`config.mk`:
```
export PLATFORM = sky130hd
export DESIGN_NAME = rtan_sweep_sequencer
export DESIGN_NICKNAME = d
export VERILOG_FILES = /design/src/rtl/rtan_sweep_sequencer_pkg.sv /design/src/rtl/rtan_sweep_sequencer_calc.sv /design/src/rtl/rtan_sweep_sequencer.sv
export SDC_FILE = /design/constraint.sdc
export NUM_CORES = 1
export LEC_CHECK = 0
export CAP_MARGIN = 20
export CELL_PAD_IN_SITES_DETAIL_PLACEMENT = 1
export CELL_PAD_IN_SITES_GLOBAL_PLACEMENT = 2
export CORE_MARGIN = 4
export CORE_UTILIZATION = 42
export CTS_CLUSTER_DIAMETER = 200
export DETAILED_ROUTE_END_ITERATION = 8
export PLACE_DENSITY_LB_ADDON = 0.1
export SLEW_MARGIN = 20
export SYNTH_ARGS = -nofsm -noshare
export SYNTH_HDL_FRONTEND = slang
export SYNTH_HIERARCHICAL = 1
export SYNTH_SLANG_ARGS = --single-unit
```
`constraint.sdc`:
```
create_clock -name clock -period 15.65 [get_ports clock]
set_clock_uncertainty 0.1 [all_clocks]
set_input_delay 1.565 -clock clock [delete_from_list [all_inputs] [get_ports clock]]
set_output_delay 1.565 -clock clock [all_outputs]
set_load 0.02 [all_outputs]
```
`src/rtl/rtan_sweep_sequencer_pkg.sv`:
```
// -----------------------------------------------------------------------------
// rtan_sweep_sequencer_pkg
// Shared types and constants for the |r*tan(theta)| sweep sequencer.
//   state_t           FSM state encoding
//   LAST_ANGLE_INDEX  index of the final (75 deg) item
//   ANGLE_STEP_DEG    degrees per angle index
//   TANxx_Q8          tan(theta) scaled by 256, rounded to nearest
//   scale_trunc()     floor(mag * coef / 256), kept to 8 bits
// -----------------------------------------------------------------------------
package rtan_sweep_sequencer_pkg;

    typedef enum logic [1:0] {
        ST_IDLE    = 2'd0,
        ST_SETTLE  = 2'd1,
        ST_PRESENT = 2'd2,
        ST_DONE    = 2'd3
    } state_t;

    localparam logic [2:0] LAST_ANGLE_INDEX = 3'd5;
    localparam logic [6:0] ANGLE_STEP_DEG   = 7'd15;

    localparam logic [9:0] TAN15_Q8 = 10'd69;
    localparam logic [9:0] TAN30_Q8 = 10'd148;
    localparam logic [9:0] TAN45_Q8 = 10'd256;
    localparam logic [9:0] TAN60_Q8 = 10'd443;
    localparam logic [9:0] TAN75_Q8 = 10'd955;

    // Upper bits beyond 8 are dropped on purpose: the result wraps rather
    // than saturating.
    function automatic logic [7:0] scale_trunc(input logic [8:0] mag,
                                               input logic [9:0] coef);
        logic [18:0] prod;
        prod = {10'd0, mag} * {9'd0, coef};
        return 8'(prod >> 8);
    endfunction

endpackage

```
`src/rtl/rtan_sweep_sequencer_calc.sv`:
```
// -----------------------------------------------------------------------------
// calc_abs7rtan_00_75_15
// Combinational |r * tan(theta)| for theta = 0,15,30,45,60,75 deg.
// Ports:
//   i_r             in  9  signed radius
//   o_abs7rtan_00   out 8  |r*tan 0|  (always 0)
//   o_abs7rtan_15   out 8  |r*tan 15| truncated to 8 bits
//   o_abs7rtan_30   out 8  |r*tan 30| truncated to 8 bits
//   o_abs7rtan_45   out 8  |r|        truncated to 8 bits
//   o_abs7rtan_60   out 8  |r*tan 60| truncated to 8 bits
//   o_abs7rtan_75   out 8  |r*tan 75| truncated to 8 bits
// -----------------------------------------------------------------------------
module calc_abs7rtan_00_75_15
    import rtan_sweep_sequencer_pkg::*;
(
    input  logic signed [8:0] i_r,
    output logic [7:0]        o_abs7rtan_00,
    output logic [7:0]        o_abs7rtan_15,
    output logic [7:0]        o_abs7rtan_30,
    output logic [7:0]        o_abs7rtan_45,
    output logic [7:0]        o_abs7rtan_60,
    output logic [7:0]        o_abs7rtan_75
);

    logic [8:0] w_r_bits;
    logic [8:0] w_mag;

    assign w_r_bits = i_r;
    // 9-bit unsigned magnitude; -256 maps to 256 without overflow.
    assign w_mag = w_r_bits[8] ? (9'd0 - w_r_bits) : w_r_bits;

    assign o_abs7rtan_00 = 8'd0;
    assign o_abs7rtan_15 = scale_trunc(w_mag, TAN15_Q8);
    assign o_abs7rtan_30 = scale_trunc(w_mag, TAN30_Q8);
    assign o_abs7rtan_45 = scale_trunc(w_mag, TAN45_Q8);
    assign o_abs7rtan_60 = scale_trunc(w_mag, TAN60_Q8);
    assign o_abs7rtan_75 = scale_trunc(w_mag, TAN75_Q8);

endmodule

```
`src/rtl/rtan_sweep_sequencer.sv`:
```
// -----------------------------------------------------------------------------
// rtan_sweep_sequencer
// Captures a radius on start, waits for the rtan path to settle, then streams
// six angle-tagged |r*tan(theta)| results over a ready/valid interface.
//
// state   | meaning
// --------+-----------------------------------------------------------
// IDLE    | waiting for start
// SETTLE  | r captured, counting SETTLE_CYCLES before first sample
// PRESENT | current item valid, advancing on each handshake
// DONE    | one-cycle done pulse; start here launches the next sweep
//
// Ports:
//   clock           in  1  system clock
//   reset           in  1  synchronous active-high reset
//   start           in  1  sweep request, level-sampled
//   r               in  9  signed radius, captured on accepted start
//   out_valid       out 1  item valid
//   out_ready       in  1  consumer accepts item
//   out_value       out 8  |r*tan theta| truncated to 8 bits
//   out_angle_index out 3  0..5
//   out_angle_deg   out 7  index*15
//   out_last        out 1  valid item at index 5
//   busy            out 1  SETTLE or PRESENT
//   done            out 1  pulse after final handshake
//   start_dropped   out 1  start seen while busy
// -----------------------------------------------------------------------------
module rtan_sweep_sequencer
    import rtan_sweep_sequencer_pkg::*;
#(
    parameter int unsigned SETTLE_CYCLES = 2
)
(
    input  logic              clock,
    input  logic              reset,
    input  logic              start,
    input  logic signed [8:0] r,
    output logic              out_valid,
    input  logic              out_ready,
    output logic [7:0]        out_value,
    output logic [2:0]        out_angle_index,
    output logic [6:0]        out_angle_deg,
    output logic              out_last,
    output logic              busy,
    output logic              done,
    output logic              start_dropped
);

    localparam logic [3:0] SETTLE_MATCH = 4'(SETTLE_CYCLES);

    state_t            r_state;
    state_t            w_state_nxt;
    logic signed [8:0] r_r_reg;
    logic signed [8:0] w_r_nxt;
    logic [2:0]        r_idx;
    logic [2:0]        w_idx_nxt;
    logic [3:0]        r_cnt;
    logic [3:0]        w_cnt_nxt;
    logic [7:0]        r_out_value;
    logic [7:0]        w_value_nxt;

    logic [7:0] w_rtan_00;
    logic [7:0] w_rtan_15;
    logic [7:0] w_rtan_30;
    logic [7:0] w_rtan_45;
    logic [7:0] w_rtan_60;
    logic [7:0] w_rtan_75;
    logic [2:0] w_sel;
    logic [7:0] w_sel_value;

    calc_abs7rtan_00_75_15 u_calc (
        .i_r           (r_r_reg),
        .o_abs7rtan_00 (w_rtan_00),
        .o_abs7rtan_15 (w_rtan_15),
        .o_abs7rtan_30 (w_rtan_30),
        .o_abs7rtan_45 (w_rtan_45),
        .o_abs7rtan_60 (w_rtan_60),
        .o_abs7rtan_75 (w_rtan_75)
    );

    // SETTLE loads the current index; PRESENT preloads the next one so the
    // value updates on the same edge as the index.
    assign w_sel = (r_state == ST_PRESENT) ? (r_idx + 3'd1) : r_idx;

    always_comb begin
        w_sel_value = 8'd0;
        case (w_sel)
            3'd0:    w_sel_value = w_rtan_00;
            3'd1:    w_sel_value = w_rtan_15;
            3'd2:    w_sel_value = w_rtan_30;
            3'd3:    w_sel_value = w_rtan_45;
            3'd4:    w_sel_value = w_rtan_60;
            3'd5:    w_sel_value = w_rtan_75;
            default: w_sel_value = 8'd0;
        endcase
    end

    always_comb begin
        w_state_nxt   = r_state;
        w_r_nxt       = r_r_reg;
        w_idx_nxt     = r_idx;
        w_cnt_nxt     = r_cnt;
        w_value_nxt   = r_out_value;
        out_valid     = 1'b0;
        busy          = 1'b0;
        done          = 1'b0;
        start_dropped = 1'b0;

        case (r_state)
            ST_IDLE, ST_DONE: begin
                done        = (r_state == ST_DONE);
                w_state_nxt = ST_IDLE;
                if (start) begin
                    w_r_nxt     = r;
                    w_idx_nxt   = 3'd0;
                    w_cnt_nxt   = 4'd0;
                    w_state_nxt = ST_SETTLE;
                end
            end
            ST_SETTLE: begin
                busy          = 1'b1;
                start_dropped = start;
                if (r_cnt == SETTLE_MATCH) begin
                    w_value_nxt = w_sel_value;
                    w_state_nxt = ST_PRESENT;
                end else begin
                    w_cnt_nxt = r_cnt + 4'd1;
                end
            end
            ST_PRESENT: begin
                busy          = 1'b1;
                out_valid     = 1'b1;
                start_dropped = start;
                if (out_ready) begin
                    if (r_idx == LAST_ANGLE_INDEX) begin
                        w_state_nxt = ST_DONE;
                    end else begin
                        w_idx_nxt   = r_idx + 3'd1;
                        w_value_nxt = w_sel_value;
                    end
                end
            end
            default: w_state_nxt = ST_IDLE;
        endcase
    end

    always_ff @(posedge clock) begin
        if (reset) begin
            r_state     <= ST_IDLE;
            r_r_reg     <= '0;
            r_idx       <= '0;
            r_cnt       <= '0;
            r_out_value <= '0;
        end else begin
            r_state     <= w_state_nxt;
            r_r_reg     <= w_r_nxt;
            r_idx       <= w_idx_nxt;
            r_cnt       <= w_cnt_nxt;
            r_out_value <= w_value_nxt;
        end
    end

    assign out_value       = r_out_value;
    assign out_angle_index = r_idx;
    assign out_angle_deg   = {4'd0, r_idx} * ANGLE_STEP_DEG;
    assign out_last        = out_valid & (r_idx == LAST_ANGLE_INDEX);

endmodule
```
# --- Word level (Yosys, flattened, before mapping) ---
# Cells that the tools add are included.
op_classes:
  bitwise_logic: 1
  n_eq_ne: 16
  mul: 5
  muxes: 23
  reduce_logical: 11
  add_sub_neg: 3
ops:
  columns: ["cell", "n"]
  rows:
  - ["$pmux W8 S5", 1]
  - ["$mux W8", 3]
  - ["$mul A9 B10 Y16 const B", 1]
  - ["$mul A9 B7 Y16 const B", 1]
  - ["$mul A9 B9 Y16 const B", 1]
  - ["$pmux W8 S2", 1]
  - ["$mul A9 B6 Y14 const B", 1]
  - ["$mux W3", 4]
  - ["$ne A2 B2 Y1 const B", 5]
  - ["$eq A3 B3 Y1 const B", 3]
  - ["$mux W9", 1]
  - ["$sub A1 B9 Y9 const A", 1]
  - ["$mux W4", 2]
  - ["$pmux W4 S2", 1]
  - ["$reduce_and A4 Y1", 2]
  - ["$mul A3 B4 Y7 const B", 1]
  - ["$eq A3 B2 Y1 const B", 2]
  - ["$mux W2", 3]
  - ["$pmux W2 S3", 1]
  - ["$pmux W3 S2", 1]
  - ["$reduce_and A3 Y1", 2]
  - ["$reduce_bool A2 Y1", 3]
  - ["$mux W1", 5]
  - ["$add A4 B1 Y4 const B", 1]
  - ["other kinds (10)", 12]
totals:
  register_bits: 26
  in_bits: 13
  output_inout_bits: 23
  word_cells: 64

# --- Longest topological paths before layout ---
# Gate-level depths: netlist (run 1).
logic_depth:
  word_depth: 7
  depth_mapped: 25
  mapped_depth_nobuf: 25

# --- Hierarchy ---
# The synthesis (run 1) kept the hierarchy.
by_module_without_submodules:
  columns: ["module", "cells_per_inst", "seq_area_each_um2", "instances", "area_each_um2"]
  rows:
  - ["calc_abs7rtan_00_75_15", 488, 0.0, 1, 4301.6]
  - ["rtan_sweep_sequencer", 261, 520.5, 1, 2143.3]

# --- Worst setup path before layout (run 1) ---
# OpenSTA, ideal clock, no wires.
synth_timing:
  kind: "reg-to-reg"
  start: "register r_r_reg[2]"
  end: "register r_out_value[4], in the netlist out_value[4]"
  n_path_buf: 2
  t_required_ns: 15.459
  arrival_time_ns: 5.908
  stages_incl_launch_ff: 26
  synth_period_minus_slack_ns: 6.099
  setup_slack_ns: 9.551
  setup_time_ns: 0.091
  path_cell_list: "dfxtp_1 or3_1 buf_6 o31ai_1 xor2_1 inv_1 ha_1 clkbuf_1 inv_1 fa_1 inv_1 ha_1 inv_1 fa_1 inv_1 ha_1 or3_1 o221a_2 a31o_2 or2_2 a21oi_1 xnor2_1 nand2_1 a221oi_1 a211oi_1 a311oi_1"
synth_via:
  elab_chain_len: 7
  word_cells_on_any_way: 11
  cone_classes: "1 x add/sub; 4 x mul; 6 x mux"
synth_rtl:
  columns: ["element", "line_no", "text"]
  rows:
  - ["start, declared", "rtan_sweep_sequencer.sv:53", "logic signed [8:0] r_r_reg;"]
  - ["start signal, assigned", "rtan_sweep_sequencer.sv:156", "r_r_reg <= w_r_nxt;"]
  - ["$sub A1 B9 Y9", "rtan_sweep_sequencer_calc.sv:30", "assign w_mag = w_r_bits[8] ? (9'd0 - w_r_bits) : w_r_bits;"]
  - ["$mux W9 (*)", "rtan_sweep_sequencer_calc.sv:30", null]
  - ["$mul A9 B9 Y16 (*)", "rtan_sweep_sequencer_pkg.sv:33", "prod = {10'd0, mag} * {9'd0, coef};"]
  - ["named net w_rtan_60[4]", "rtan_sweep_sequencer.sv:66", "logic [7:0] w_rtan_60;"]
  - ["$pmux W8 S5 (*)", "rtan_sweep_sequencer.sv:87", "case (w_sel)"]
  - ["$mux W8", "rtan_sweep_sequencer.sv:135", "if (r_idx == LAST_ANGLE_INDEX) begin"]
  - ["$mux W8", "rtan_sweep_sequencer.sv:134", "if (out_ready) begin"]
  - ["$pmux W8 S2 (*)", "rtan_sweep_sequencer.sv:109", "case (r_state)"]
  - ["end signal, assigned", "rtan_sweep_sequencer.sv:159", "r_out_value <= w_value_nxt;"]
  - ["end, declared", "rtan_sweep_sequencer.sv:59", "logic [7:0] r_out_value;"]
# Mark *: on every way through the listed nets, which the timed path passes. The rest lies on a longest branch. The select of a mux whose other input is x is not followed.
# A chain may end at the register's enable or synchronous reset.

# --- Final worst setup path (run 1) ---
# Same ends and word-level chain as after synthesis.

==> flow_summary.rst, run 1 <==
.. list-table::
   :header-rows: 1

   * - Metric
     - Value
   * - Number of detailed-routing iterations run before antenna repair
     - 4
   * - Post-detailed-route DRC marker count
     - 0
   * - Share of final-layout standard cells stronger than drive strength 1
     - 4.04%
   * - Critical path launch point type
     - register
   * - CTS HTree Levels
     - 1
   * - Proportion of synthesized chip area in sequential cells
     - 8.08%
   * - Class of the worst hold path
     - reg -> reg
   * - Die Y-Extent
     - 132 µm
   * - Unrepaired setup endpoints after global routing
     - no
   * - Share of the clock period used by the worst path after layout
     - 43.0%
   * - Avg Vias per Cell
     - 5.54
   * - Sort of element at the end of the critical path
     - register
   * - Pin count of the biggest net entering global routing
     - 26
   * - Hold-fix buffer count after cts
     - 0
   * - Type of the worst setup path
     - reg -> reg
   * - Top cell type's share of synthesized area
     - approximately a quarter
   * - Top post-synthesis cells by area
     - ha_1 (24%), fa_1 (18%), inv_1 (8.1%)
   * - Number of warnings issued by yosys
     - 6
   * - Routed wire length per instance
     - around 18 µm
   * - Antenna diode instance count
     - 0
   * - Synth cell types
     - 75
   * - Arrival time at the worst endpoint
     - 6.78 ns
   * - Post-synth top area cell
     - ha_1
   * - Final Setup Violations
     - 0
   * - Outcome
     - finished, final reports clean
   * - GR Util All Layers
     - 20.7%
   * - Max stage delay cell, worst path
     - ha_1
   * - Violation count after the first detailed-routing iteration
     - 328
   * - Synth cell count leaders
     - inv_1 (139), ha_1 (122), fa_1 (57)
   * - Post-Syn Instances
     - between 700 and 800
   * - CTS Buffer Depth
     - 2
   * - Crit path top cell by count
     - inv_1
   * - Starting density of the core
     - roughly 43%
   * - CTS Root Cell
     - clkbuf_16
   * - Total global routing overflow
     - 0
   * - Io pins
     - 36
   * - Clock latency at the later pin of the worst-skew pair
     - between 0.2 and 0.3 ns
   * - Setup TNS Final
     - 0 ns
   * - Max incr delay on CP
     - 0.52 ns
   * - Relative max-transition margin
     - between 30% and 40%
   * - Total of cells resized after clock tree synthesis
     - 0
   * - Placed wire-length estimate
     - 15100 µm
   * - Minimum clock period
     - between 6 and 7 ns
   * - TritonCTS sink count
     - 26
   * - Async SR Flop Fraction
     - 0%
   * - CTS tree
     - yes
   * - Slew Limit Fails
     - 0
   * - Drt total wl
     - 17600 µm
   * - Antenna violations before repair
     - 0
   * - Core Region
     - 15100 µm²
   * - Data required, critical path
     - 15.70 ns
   * - Total via count after detailed routing
     - roughly 5300
   * - Synthesized cell area
     - 6440 µm²
   * - Flip-flop cell with the highest count after synthesis
     - dfxtp_1
   * - Max capacitance violation total
     - 0
   * - Floorplan die area
     - 17400 µm²
   * - Setup fix buffers added after clock tree synthesis
     - 0
   * - Number of synthesized flops with an enable pin
     - 0
   * - Num CTS Buffers
     - 3
   * - Maximum fanout count along the critical path
     - 7
   * - Ordered cell list for the critical path
     - or3_1 > o31ai_1 > xor2_1 > inv_1 > ha_1 > inv_1 > fa_1 > inv_1 > ha_1 > inv_1 > fa_1 > inv_1 > ha_1 > or3_1 > o221a_2 > a31o_2 > or2_2 > a21oi_1 > xnor2_1 > nand2_1 > a221oi_1 > a211oi_1 > a311oi_1
   * - Area growth from synthesis to layout
     - 8.17%
   * - Site row count
     - 45
   * - Clock-pin slew on the worst setup and hold paths
     - 0.07 ns
   * - Number of global-route vias before repair
     - roughly 5700
   * - Total of flip-flops plus latches after synthesis
     - 26
   * - Worst reg2reg startpoint
     - r_r_reg[2]
   * - Flip-flop count of the largest register, all copies and words added
     - 9
   * - HP Start
     - r_r_reg[4]
   * - Wire length of the first global-routing pass
     - 29500 µm
   * - Syn Area/Cell
     - around 8.6 µm²
   * - Highest attainable clock frequency
     - 0.149 GHz
   * - Transition time at the pin with the least slew margin
     - 0.994 ns
   * - Most instantiated library cell after synthesis
     - inv_1
   * - Die Wd
     - 132 µm
   * - Net total in the final layout
     - approximately 960
   * - Total count of hold-check failures in the final report
     - 0
   * - Port Buffer Count
     - 35
   * - Number of antenna-violating nets in the routed design
     - 0
   * - Final Wtd Congestion
     - 0.882
   * - Crit path launch
     - r_r_reg[2]
==> layer usage <==
layer	vias to the layer above	share of wire, %	global-route usage, %
met2	83	49	36.1
met1	2635	46	28.3
met5	-	0	0
met4	0	1.6	3.79
met3	19	3.7	1.72
li1	2558	-	-
==> worst paths after layout <==
| check | endpoint | slack [ns] | cells past startpoint |
|---|---|---|---|
| max | out_value[4] | 8.93 | 23 |
| min | r_r_reg[4] | 0.39 | 2 |
| max reg2reg | out_value[4] | 8.93 | 23 |
| min reg2reg | r_r_reg[4] | 0.39 | 2 |
==> area by class of cell <==
type | count | area, µm²
clock inverter | 1 | 30.0
tap | 188 | 235
sequential | 26 | 520
clock buffer | 3 | 75.1
timing repair buffer | 41 | 395
inverter | 139 | 522
fill | 1810 | 8120
multi-input combinational | 558 | 5190
==> metrics by stage <==
stage               cell area [µm²]  hold slack, ns  worst slack [ns]  cells  util (%)
floorplan                      6480           0.333              9.55    758         -
global placement               6860           0.362              9.08    952      45.5
detailed placement             6860           0.384              8.95    952      45.5
CTS                            6970           0.393              8.91    956      46.2
global route                   6970           0.404              8.38    956      46.2
finish                         6970           0.386              8.93    956      46.2
==> cell usage in the layout, fill, tap and decap left out, drive strengths merged, types with 3 or more instances in the layout <==
| master | count |
|---|---|
| and4 | 4 |
| fa | 57 |
| nand2b | 5 |
| inv | 139 |
| buf | 6 |
| nor3 | 14 |
| or3 | 8 |
| or4 | 3 |
| nor2b | 7 |
| or3b | 4 |
| nand4b | 5 |
| o211a | 7 |
| clkdlybuf4s50 | 35 |
| ha | 122 |
| o21ai | 18 |
| nand2 | 41 |
| and2 | 3 |
| o21bai | 5 |
| clkbuf | 3 |
| conb | 11 |
| a21oi | 45 |
| o31ai | 11 |
| a21boi | 3 |
| a211oi | 12 |
| xnor2 | 38 |
| nand3 | 6 |
| dfxtp | 26 |
| o21a | 7 |
| xor2 | 15 |
| mux2 | 3 |
| nand4 | 3 |
| mux2i | 11 |
| nor2 | 27 |
| or2 | 5 |
| a31oi | 12 |
| a2111oi | 8 |
| a21o | 8 |
==> worst max-delay path, delay by kind of cell (launching register included) <==
kind / cells / cell delay [ns]
AOI/OAI and AO/OA: 7 / 1.65
xor gates and xnor gates: 2 / 0.64
adders and majority gates: 5 / 1.99
buffers and inverters: 5 / 0.61
DFF: 1 / 0.35
and+or+nand+nor: 4 / 1.25
==> kinds of logic (layout without fill, tap and decap cells) <==
family	Yosys count	after routing	synth area share [%]
AOI/OAI and AO/OA	156	156	16.3
xor gates and xnor gates	53	53	7.61
adders and majority gates	179	179	41.4
buffers and inverters	174	184	11.9
DFF	26	26	8.08
muxes	14	14	2.23
other	2	11	0.117
and+or+nand+nor	145	145	12.3
Power of run 1 is left out: the tool's default activity adds up to more than one toggle a clock period on the data nets, which glitch-free logic cannot reach.
==> run 2, diff against run 1 <==
--- a/config.mk
+++ b/config.mk
@@ -9,7 +9,7 @@
 export CELL_PAD_IN_SITES_DETAIL_PLACEMENT = 1
 export CELL_PAD_IN_SITES_GLOBAL_PLACEMENT = 2
 export CORE_MARGIN = 4
-export CORE_UTILIZATION = 42
+export CORE_UTILIZATION = 35
 export CTS_CLUSTER_DIAMETER = 200
 export DETAILED_ROUTE_END_ITERATION = 8
 export PLACE_DENSITY_LB_ADDON = 0.1
==> constraint.sdc (replaced) <==
create_clock -name clock -period 5.8 [get_ports clock]
set_clock_uncertainty 0.1 [all_clocks]
set_input_delay 0.58 -clock clock [delete_from_list [all_inputs] [get_ports clock]]
set_output_delay 0.58 -clock clock [all_outputs]
set_load 0.02 [all_outputs]
==> run 2 against run 1 <==
Effect of this change: hold slack improved by 0.012 ns; highest routed layer unchanged; register-to-register slack got worse by 8.7 ns; setup slack got worse by 8.7 ns; critical path type unchanged; global-route usage decreased by 1.1 points; routed wire length increased by 13%; first-iteration DRC count decreased by 42%.
==> flow_summary.rst, run 2 (synthesized netlist as in run 1, its figures left out) <==
.. list-table::
   :header-rows: 1

   * - Metric
     - Value
   * - Outcome
     - finished, final reports clean
   * - TritonCTS sink count
     - 26
   * - Io pins
     - 36
   * - Critical path launch point type
     - register
   * - CTS tree
     - yes
   * - Worst reg2reg startpoint
     - r_r_reg[6]
   * - Pin count of the biggest net entering global routing
     - 26
   * - Minimum clock period
     - ~5.6 ns
   * - Share of the clock period used by the worst path after layout
     - 96.8%
   * - Post-detailed-route DRC marker count
     - 0
   * - Class of the worst hold path
     - reg -> reg
   * - Reg2Reg Depth
     - 19
   * - GR Util All Layers
     - 19.6%
   * - Drt total wl
     - 20000 µm
   * - Number of global-route vias before repair
     - 5959
   * - Wire length of the first global-routing pass
     - 31800 µm
   * - Violation count after the first detailed-routing iteration
     - 190
   * - Site row count
     - 49
   * - Register-to-register path setup slack
     - 0.18 ns
   * - Maximum fanout count along the critical path
     - 5
   * - Utilization after layout
     - 42.3%
   * - Dpl cells
     - 1041
   * - Total count of hold-check failures in the final report
     - 0
   * - Number of antenna-violating nets in the routed design
     - 0
   * - Data required, critical path
     - 5.80 ns
   * - Routed wire length per instance
     - 19.1 µm
   * - CTS HTree Levels
     - 1
   * - End of the worst hold path
     - r_r_reg[1]
   * - Placed wire-length estimate
     - 17100 µm
   * - Floorplan die area
     - roughly 21000 µm²
   * - Total global routing overflow
     - 0
   * - Final Setup Violations
     - 0
   * - Num CTS Buffers
     - 3
   * - Antenna violations before repair
     - 0
   * - Arrival time at the worst endpoint
     - approximately 5.6 ns
   * - Type of the worst setup path
     - reg -> reg
   * - Final Wtd Congestion
     - 0.894
   * - Port Buffer Count
     - 35
   * - Clock latency at the later pin of the worst-skew pair
     - 0.26 ns
   * - Total via count after detailed routing
     - roughly 5500
   * - Slew Limit Fails
     - 0
   * - Max capacitance violation total
     - 0
   * - Antenna diode instance count
     - 0
   * - Die Wd
     - 144 µm
   * - Clock-pin slew on the worst setup and hold paths
     - 0.07 ns
   * - Count of cells along the worst hold path
     - 2
   * - Flip-flop count of the largest register, all copies and words added
     - 9
   * - Area growth from synthesis to layout
     - 18.3%
   * - HP Start
     - r_r_reg[1]
   * - Number of standard cells in the final layout excluding fillers
     - around 1000
   * - R2R Path End
     - out_value[7]
   * - Core Region
     - 18000 µm²
   * - Number of detailed-routing iterations run before antenna repair
     - 4
   * - Share of final-layout standard cells stronger than drive strength 1
     - 14.2%
   * - CTS Buffer Depth
     - 2
   * - Relative max-transition margin
     - around 28%
   * - Net total in the final layout
     - 1012
   * - Sort of element at the end of the critical path
     - register
   * - Starting density of the core
     - roughly 36%
   * - Highest attainable clock frequency
     - 0.178 GHz
   * - Fillers
     - about 2200
   * - Most common library cell in the layout ignoring fill and taps
     - inv_1
   * - Avg Vias per Cell
     - 5.21
   * - Hold-fix buffer count after cts
     - 0
   * - Transition time at the pin with the least slew margin
     - 1.08 ns
   * - Most used cells in the layout excluding fill and tap cells
     - inv_1 (135), ha_1 (120), fa_1 (55), buf_4 (55), a21oi_1 (42)
   * - Die Y-Extent
     - between 100 and 150 µm
   * - CTS Root Cell
     - clkbuf_16
run 2: cell types whose count changed in the layout (fill, tap and decap cells not counted), moves of 4 or more:
| cell | previous run | this run |
|---|---|---|
| inv_1 | 139 | 135 |
| inv_2 | 0 | 4 |
| o21ai_0 | 16 | 12 |
| buf_4 | 6 | 55 |
| xnor2_1 | 36 | 32 |
| o31ai_1 | 11 | 7 |
run 2: worst max-delay path by stage:
stage,from,end,slack [ns],cells past startpoint
floorplan,r_r_reg[2],out_value[4],0.03,25
global placement,r_r_reg[6],out_value[6],-0.11,19
detailed placement,r_r_reg[2],out_value[7],-0.09,20
CTS,r_r_reg[2],out_value[4],0.009,21
global route,r_r_reg[3],out_value[4],-0.03,23
finish,r_r_reg[6],out_value[7],0.18,19
run 2: routing by layer:
metal	vias up	routed length [µm]	track usage, %
li1	2663	-	-
met1	2700	9120	26.7
met2	73	9860	34.1
met3	18	647	1.80
met4	0	376	3.82
met5	-	0	0
run 2: layout make-up:
cell class	instances	area (µm²)	share of cell area (%)
clock buffer	3	75.1	0.985
inverter	139	522	6.84
multi-input combinational	558	5420	71.1
sequential	26	527	6.91
tap	229	287	3.76
timing repair buffer	92	795	10.4
run 2: worst max-delay path, cell delays in order, from the launching register on:
cell       delay, ns
dfxtp_4         0.37
or4_1           0.54
o21ai_2         0.19
xnor2_2         0.20
inv_1           0.12
buf_4           0.19
fa_1            0.54
buf_4           0.13
inv_1           0.04
fa_1            0.48
inv_1           0.06
fa_1            0.48
ha_1            0.31
ha_1            0.25
or3_1           0.41
o22a_4          0.24
a31oi_2         0.22
xnor2_1         0.10
a2111oi_2       0.35
a211oi_1        0.12
run 2: repair_timing:
item,in CTS,in global routing
pin swaps,1,22
gates resized for setup,9,36
buffers inserted,0,3
endpoints found under the setup margin,4,6
run 2: through the flow:
stage / worst slack (ns) / setup TNS [ns] / hold WS (ns) / area, µm²
finish: 0.185 / 0 / 0.398 / 7620
global route: -0.0332 / -0.0439 / 0.424 / 7620
CTS: 0.00871 / 0 / 0.406 / 7440
detailed placement: -0.0869 / -0.168 / 0.396 / 7330
global placement: -0.114 / -0.154 / 0.361 / 7330
floorplan: 0.0257 / 0 / 0.333 / 6530
Power of run 2 is left out for the same reason.
